### config.mk
export PLATFORM = sky130hd
export DESIGN_NAME = pc_sequencer_flat
export DESIGN_NICKNAME = d
export VERILOG_FILES = /design/src/rtl/core_pkg.sv /design/src/rtl/pc_sequencer_if.sv /design/src/rtl/pc_sequencer_pc_next.sv /design/src/rtl/pc_sequencer.sv /design/src/flat_wrapper.sv
export SDC_FILE = /design/constraint.sdc
export NUM_CORES = 1
export LEC_CHECK = 0
export ABC_AREA = 1
export CORE_MARGIN = 4
export CORE_UTILIZATION = 51
export DETAILED_ROUTE_END_ITERATION = 8
export MAX_ROUTING_LAYER = met4
export PLACE_DENSITY_LB_ADDON = 0.15
export SYNTH_ARGS = -nofsm -noshare
export SYNTH_HDL_FRONTEND = slang
export SYNTH_SLANG_ARGS = --single-unit
### constraint.sdc
create_clock -name Clk -period 2 [get_ports Clk]
set_input_delay 0.2 -clock Clk [delete_from_list [all_inputs] [get_ports Clk]]
set_output_delay 0.2 -clock Clk [all_outputs]
set_load 0.005 [all_outputs]
### src/rtl/core_pkg.sv
// core_pkg: shared state encoding, PC width default and opcode constants for the core.
package core_pkg;
    typedef enum logic [1:0] {IDLE = 2'b00, RUN = 2'b01, DONE = 2'b10} state_e;
    localparam int PC_W_DEFAULT = 10;
    localparam logic [3:0] OP_HALT = 4'b1011;
    localparam logic [3:0] OP_LUT = 4'b1100;
endpackage

### src/rtl/pc_sequencer_if.sv
// pc_sequencer_if: harness/decoder-facing bus of the sequencer; InstrCount exists only with PC_SEQUENCER_INSTR_COUNT_EN.
interface pc_sequencer_if import core_pkg::*; #(parameter int PC_W = PC_W_DEFAULT);
    logic Start;
    logic Halt;
    logic BranchTaken;
    logic BranchRel;
    logic [7:0] Target;
    logic Stall;
    logic [PC_W-1:0] PC;
    logic FetchValid;
    logic Ack;
`ifdef PC_SEQUENCER_INSTR_COUNT_EN
    logic [15:0] InstrCount;
    modport master(output Start, Halt, BranchTaken, BranchRel, Target, Stall, input PC, FetchValid, Ack, InstrCount);
    modport slave(input Start, Halt, BranchTaken, BranchRel, Target, Stall, output PC, FetchValid, Ack, InstrCount);
`else
    modport master(output Start, Halt, BranchTaken, BranchRel, Target, Stall, input PC, FetchValid, Ack);
    modport slave(input Start, Halt, BranchTaken, BranchRel, Target, Stall, output PC, FetchValid, Ack);
`endif
endinterface

### src/rtl/pc_sequencer_pc_next.sv
// pc_next: combinational next-PC selection (increment, absolute target, sign-extended relative offset).
module pc_next import core_pkg::*; #(
    parameter int PC_W = PC_W_DEFAULT
) (
    input  logic [PC_W-1:0] pc_i,
    input  logic            branch_taken_i,
    input  logic            branch_rel_i,
    input  logic [7:0]      target_i,
    output logic [PC_W-1:0] pc_o
);
    always_comb pc_o = !branch_taken_i ? pc_i + PC_W'(1)
                     : branch_rel_i    ? pc_i + PC_W'($signed(target_i))
                     :                   PC_W'(target_i);
endmodule

### src/rtl/pc_sequencer.sv
// pc_sequencer: program counter and fetch sequencer with IDLE/RUN/DONE control and Start/Ack handshake.
// Optional instruction counter enabled by PC_SEQUENCER_INSTR_COUNT_EN.
module pc_sequencer import core_pkg::*; #(
    parameter int              PC_W       = PC_W_DEFAULT,
    parameter logic [PC_W-1:0] START_ADDR = '0
) (
    input logic           Clk,
    input logic           Reset,
    pc_sequencer_if.slave bus
);
    state_e          state_q;
    logic [PC_W-1:0] pc_q, pc_d;
    pc_next #(.PC_W(PC_W)) u_next (
        .pc_i(pc_q),
        .branch_taken_i(bus.BranchTaken),
        .branch_rel_i(bus.BranchRel),
        .target_i(bus.Target),
        .pc_o(pc_d)
    );
    // Stall outranks Halt and branches; Start only matters outside RUN.
    always_ff @(posedge Clk) begin
        if (Reset) begin
            state_q <= IDLE;
            pc_q    <= START_ADDR;
        end else if (state_q == RUN) begin
            if (!bus.Stall) begin
                if (bus.Halt) state_q <= DONE;
                else pc_q <= pc_d;
            end
        end else if (bus.Start) begin
            state_q <= RUN;
            pc_q    <= START_ADDR;
        end
    end
    assign bus.PC         = pc_q;
    assign bus.FetchValid = (state_q == RUN) && !bus.Stall;
    assign bus.Ack        = (state_q == DONE);
`ifdef PC_SEQUENCER_INSTR_COUNT_EN
    logic [15:0] cnt_q;
    always_ff @(posedge Clk) begin
        if (Reset) cnt_q <= '0;
        else if (state_q != RUN && bus.Start) cnt_q <= '0;
        else if (state_q == RUN && !bus.Stall && cnt_q != 16'hFFFF) cnt_q <= cnt_q + 16'd1;
    end
    assign bus.InstrCount = cnt_q;
`endif
endmodule
### src/flat_wrapper.sv
// flat-port wrapper written by rule: the top's interface ports become plain ports
module pc_sequencer_flat import core_pkg::*;
#(
    parameter int              PC_W       = PC_W_DEFAULT,
    parameter logic [PC_W-1:0] START_ADDR = '0
)
  (Clk, Reset, bus_Start, bus_Halt, bus_BranchTaken, bus_BranchRel, bus_Target, bus_Stall, bus_PC, bus_FetchValid, bus_Ack);
  pc_sequencer_if #(.PC_W(PC_W)) bus_i ();
  input logic Clk;
  input logic Reset;
  input wire logic [$bits(bus_i.Start)-1:0] bus_Start;
  input wire logic [$bits(bus_i.Halt)-1:0] bus_Halt;
  input wire logic [$bits(bus_i.BranchTaken)-1:0] bus_BranchTaken;
  input wire logic [$bits(bus_i.BranchRel)-1:0] bus_BranchRel;
  input wire logic [$bits(bus_i.Target)-1:0] bus_Target;
  input wire logic [$bits(bus_i.Stall)-1:0] bus_Stall;
  output wire logic [$bits(bus_i.PC)-1:0] bus_PC;
  output wire logic [$bits(bus_i.FetchValid)-1:0] bus_FetchValid;
  output wire logic [$bits(bus_i.Ack)-1:0] bus_Ack;
  assign bus_i.Start = bus_Start;
  assign bus_i.Halt = bus_Halt;
  assign bus_i.BranchTaken = bus_BranchTaken;
  assign bus_i.BranchRel = bus_BranchRel;
  assign bus_i.Target = bus_Target;
  assign bus_i.Stall = bus_Stall;
  assign bus_PC = bus_i.PC;
  assign bus_FetchValid = bus_i.FetchValid;
  assign bus_Ack = bus_i.Ack;
  pc_sequencer #(.PC_W(PC_W), .START_ADDR(START_ADDR)) u_core (.Clk(Clk), .Reset(Reset), .bus(bus_i));
endmodule
==> results.yml, run 1 <==
outcome:
  status: "finished clean"
hold_path:
  min_path_type: "reg -> reg"
cts:
  cts_sinks: 12
  path_clk_slew_ns: 0.08
  htreeDepth: 1
  clock_latency_ns: 0.27
  numCtsBuffers: 3
  cts.path.max_buffers: 2
  cts_tree: "yes"
  cts-root-buf: "clkbuf_4"
yosys:
  syn_avg_cell_area_sq_um: 6.13
  seq_area_frac_synth_pct: 19.0
  synthTopCellsByCount: "nand2_1 (63), a21oi_1 (25), inv_1 (25)"
  synthTopCellsByArea: "dfxtp_1 (19%), nand2_1 (19%), a21oi_1 (9.9%)"
  ys_ff_latch: 12
  syn_area_sq_um: 1260
  synth_top_area_share_pct: 19.0
  yosysMostFrequentCell: "nand2_1"
  async_flop_share_pct: 0
  synth.distinct_cells: 27
  synthFlopType: "dfxtp_1"
  synth_edf_count: 0
  syn-num-nets: 232
  synthCells: 206
  yosys_warnings: 0
  yosysTopAreaCell: "dfxtp_1"
floorplanning:
  core_sq_um: 2280
  rows: 17
  die_area_sq_um: 3340
  ios: 27
  start_util_pct: 55.5
  die_x_microns: 57.8
  die_h_microns: 57.8
sta:
  fmax_mhz: 563
  relSlewSlack_pct: 66.7
  rsz0062_at_grt: "false"
  hold_viol_final: 0
  period_share_pct: 88.9
  tns_ns: 0
  skew_ns: 0.00356
  finalWorstSetupSlack_ns: 0.223
  finalMaxSlewViolations: 0
  setup_viol: 0
  holdWs_ns: 0.468
  tightest_slew_ns: 0.499
  min_period_ns: 1.78
placed_design:
  place.gp.congestion: 0.906
  pre_cts_slack_ns: -0.119
  dp.final_hpwl_mm: 2.84
  port_buffers: 26
global_route:
  grt_usage_pct: 23.4
  grt_pass1_vias: 1374
  grt_max_degree: 14
  grt_pass1_wl_mm: 6.06
  antenna_found_initial: 0
  grt-ovfl-total: 0
pwr:
  peakVddDrop_v: 0.000500
  switching_share_pct: 30.1
  power.total_mw: 0.627
  cellLeakagePower_nw: 0.741
  p_switching_mw: 0.188
  powerDensity_nw_per_um2: 374
  pwr-share-comb_pct: 28.9
  internal_power_mw: 0.439
  p_seq_share_pct: 40.0
  pwr-share-clk_pct: 31.1
drt:
  drc: 0
  drt_iter0_markers: 101
  detail-route-antenna-nets: 0
  finalWirelength_mm: 3.62
  viasPerCell: 5.51
  via_count: 1505
  drt_first_pass_iters: 5
  post_drt_wl_per_cell_microns: 13.3
worst_setup_path:
  critPathRequiredTime_ns: 2.14
  crit_path_end_kind: "register"
  crit_type: "in -> reg"
  critPathLaunchType: "input pin"
  crit_fanout: 4
  cp.arrival_ns: 1.92
finish:
  fillers: 185
  layout.nets: 272
  antenna_cells: 0
  final_layout_size_suffix_gt1_share_pct: 11.4
  fin_util_pct: 73.6
  syn_to_final_growth_pct: 32.7
run:
  drv_cap: 0
==> routing by layer <==
layer	share of wire, %	GRT usage (%)
met5	0	-
met4	3.9	10.6
met3	6.6	4.68
met2	45	35.0
met1	44	30.3
==> power groups by stage <==
stage               Clock [mW]  Combinational, mW  Sequential, mW
floorplan                    0             0.0974           0.257
global placement             0              0.173           0.256
detailed placement           0              0.178           0.256
CTS                      0.197              0.179           0.250
global route             0.216              0.201           0.252
finish                   0.195              0.181           0.251
==> cell families after synthesis <==
group | count (synthesis) | synth area share [%]
AND/OR/NAND/NOR | 105 | 37.0
AO/OA/AOI/OAI | 41 | 18.4
flip-flops | 12 | 19.0
XOR/XNOR | 7 | 4.86
adder cells (fa/ha/maj) | 11 | 11.5
buffers and inverters | 30 | 9.22
==> critical path, stage by stage <==
cell,delay (ns)
clkdlybuf4s50_1,0.48
ha_1,0.18
inv_1,0.06
fa_2,0.36
o21ai_2,0.20
nand2_1,0.10
nand2_1,0.07
nand2_1,0.05
nand3_1,0.06
nand2_1,0.05
nand2_1,0.05
a21oi_1,0.06
==> timing repair <==
action | in CTS | in global routing
hold buffers | 0 | 0
resized for setup | 0 | 1
buffers inserted | 0 | 0
endpoints found under the setup margin | 0 | 1
==> through the flow <==
step	std cells	area (sq um)
floorplan	206	1260
global route	273	1680
detailed placement	269	1640
CTS	273	1670
finish	273	1680
global placement	269	1640
==> placed cells by master, fill, tap and decap left out <==
cell	Yosys	final
a21oi_1	25	25
a21oi_2	3	3
buf_4	0	13
clkbuf_4	0	3
clkbuf_8	0	1
clkdlybuf4s50_1	0	26
clkinv_1	1	1
dfxtp_1	12	12
fa_2	0	1
ha_1	10	10
inv_1	25	25
nand2_1	63	63
nand3_1	17	17
nand3_2	2	2
nand3b_1	3	3
nand4_1	2	2
nor2_1	12	12
nor2_2	3	3
nor3_1	2	2
nor3_4	1	1
o211ai_1	1	1
o21a_1	2	2
o21ai_0	6	6
o21ai_1	1	1
o21ai_2	1	1
o221ai_1	1	1
o22ai_1	1	1
xnor2_1	2	2
xor2_1	5	5
==> state kept, by name (all words and copies together) (netlist names) <==
name	count
u_core.state_q	2
u_core.bus.PC	10
==> worst paths after layout <==
kind	from	to	slack, ns	cells after the start
worst max-delay path	bus_Target[0]	u_core.bus.PC[6]	0.22	12
worst min-delay path	u_core.state_q[1]	u_core.state_q[1]	0.47	2
worst max register to register	u_core.bus.PC[1]	u_core.bus.PC[8]	0.26	11
worst min register to register	u_core.state_q[1]	u_core.state_q[1]	0.47	2
==> area by class of cell <==
type / count / area (sq um) / area share (%)
timing repair buffer: 39 / 358 / 21.4
inverter: 26 / 97.6 / 5.83
sequential: 12 / 240 / 14.3
clock buffer: 4 / 36.3 / 2.17
multi-input combinational: 164 / 908 / 54.2
tap: 28 / 35.0 / 2.09
Note: power is estimated with default switching activity, not from simulation.
==> run 2, diff against run 1 <==
- CORE_MARGIN: 4 -> 2
==> results.yml, run 2 (same netlist as run 1, synthesis figures left out) <==
drt:
  post_drt_wl_per_cell_microns: 13.0
  drt_first_pass_iters: 4
  via_count: 1479
  detail-route-antenna-nets: 0
  finalWirelength_mm: 3.53
  drt_iter0_markers: 36
  drc: 0
  viasPerCell: 5.44
worst_setup_path:
  cp_slowest_cell: "clkdlybuf4s50_1"
  crit_type: "in -> reg"
  crit_path_end_kind: "register"
  crit_chain: "clkdlybuf4s50_1 > ha_1 > inv_1 > fa_1 > o21ai_2 > nand2_1 > nand2_1 > nand2_1 > nand3_1 > nand2_1 > nand2_1 > a21oi_2"
  crit_top_cell: "nand2_1"
  crit_fanout: 4
  ff2ff_path_depth: 11
  critPathLaunchType: "input pin"
  slowest_delay_ns: 0.48
  critPathRequiredTime_ns: 2.16
  cp.arrival_ns: 1.99
finish:
  antenna_cells: 0
  final_common_cell: "nand2_1"
  largest_reg_flops: 10
  syn_to_final_growth_pct: 30.4
  ff_latch_area_sq_um: 240
  multi_input_area_sq_um: 906
  final_layout_size_suffix_gt1_share_pct: 9.92
  layout.nets: 270
  layout_common_cells: "nand2_1 (63), clkdlybuf4s50_1 (26), inv_1 (25), a21oi_1 (25), nand3_1 (17)"
  fillers: 210
  fin_util_pct: 68.3
cts:
  numCtsBuffers: 3
  path_clk_slew_ns: 0.08
  clock_latency_ns: 0.28
  htreeDepth: 1
  cts_sinks: 12
  cts_tree: "yes"
  hold_buffers: 0
  cts.path.max_buffers: 2
  cts_setup_buffers: 0
  cts_resized: 0
  cts-root-buf: "clkbuf_4"
global_route:
  antenna_found_initial: 0
  grt_max_degree: 14
  grt_usage_pct: 27.2
  grt_pass1_vias: 1320
  grt_pass1_wl_mm: 5.60
  grt-ovfl-total: 0
placed_design:
  place.gp.congestion: 0.883
  dp.final_hpwl_mm: 2.76
  port_buffers: 26
pwr:
  powerDensity_nw_per_um2: 356
  cellLeakagePower_nw: 0.725
  peakVddDrop_v: 0.000366
  power.total_mw: 0.585
floorplanning:
  ios: 27
  start_util_pct: 52.4
  die_area_sq_um: 2890
  core_sq_um: 2410
  die_x_microns: 53.8
  rows: 18
  die_h_microns: 53.8
sta:
  relSlewSlack_pct: 66.5
  min_period_ns: 1.83
  tightest_slew_ns: 0.501
  fmax_mhz: 546
  rsz0062_at_grt: "false"
  period_share_pct: 91.6
  skew_ns: 0.00490
  setup_viol: 0
  hold_viol_final: 0
  finalMaxSlewViolations: 0
  holdWs_ns: 0.477
outcome:
  status: "finished clean"
run:
  drv_cap: 0
hold_path:
  min_path_type: "reg -> reg"
  holdPathStages: 2
==> run 2: final cells by class <==
class,count,area share [%]
flip-flops and latches,12,14.6
clock buffers,3,1.37
multi-input cells,164,55.0
repair buffers,37,20.8
inverters,26,5.93
well taps,30,2.28
==> run 2: final timing paths <==
kind	to	slack (ns)	from
min	u_core.state_q[1]	0.48	u_core.state_q[1]
min reg2reg	u_core.state_q[1]	0.48	u_core.state_q[1]
max reg2reg	u_core.bus.PC[8]	0.21	u_core.bus.PC[0]
max	u_core.bus.PC[8]	0.17	bus_Target[0]
==> run 2: through the flow <==
| stage | instance area, sq um | setup slack (ns) | setup TNS [ns] | cells |
|---|---|---|---|---|
| 6_report | 1650 | 0.168 | 0 | 272 |
| 5_1_grt | 1650 | 0.0499 | 0 | 272 |
| 4_1_cts | 1650 | 0.176 | 0 | 272 |
| 3_5_place_dp | 1620 | -0.130 | -0.286 | 269 |
| 3_3_place_gp | 1620 | -0.0573 | -0.0973 | 269 |
| 2_1_floorplan | 1260 | 0.188 | 0 | 206 |
==> run 2: critical path: cells and delay by family <==
kind | cells | cell delay, ns
simple gates | 6 | 0.41
compound gates | 2 | 0.26
fa+ha+maj | 2 | 0.59
buf+inv | 2 | 0.53
==> run 2: routing by layer <==
metal  vias up  GRT usage (%)  part of all wire (%)
li1        753              -                     -
met1       678           33.6                    45
met2        43           46.3                    50
met3         5           2.50                   4.2
met4         0           8.55                  0.96
met5         -              -                     0
==> run 2: where the power goes <==
group          internal (mW)  switching [mW]
Combinational         0.0820          0.0969
Clock                 0.0699          0.0857
Sequential             0.245         0.00630
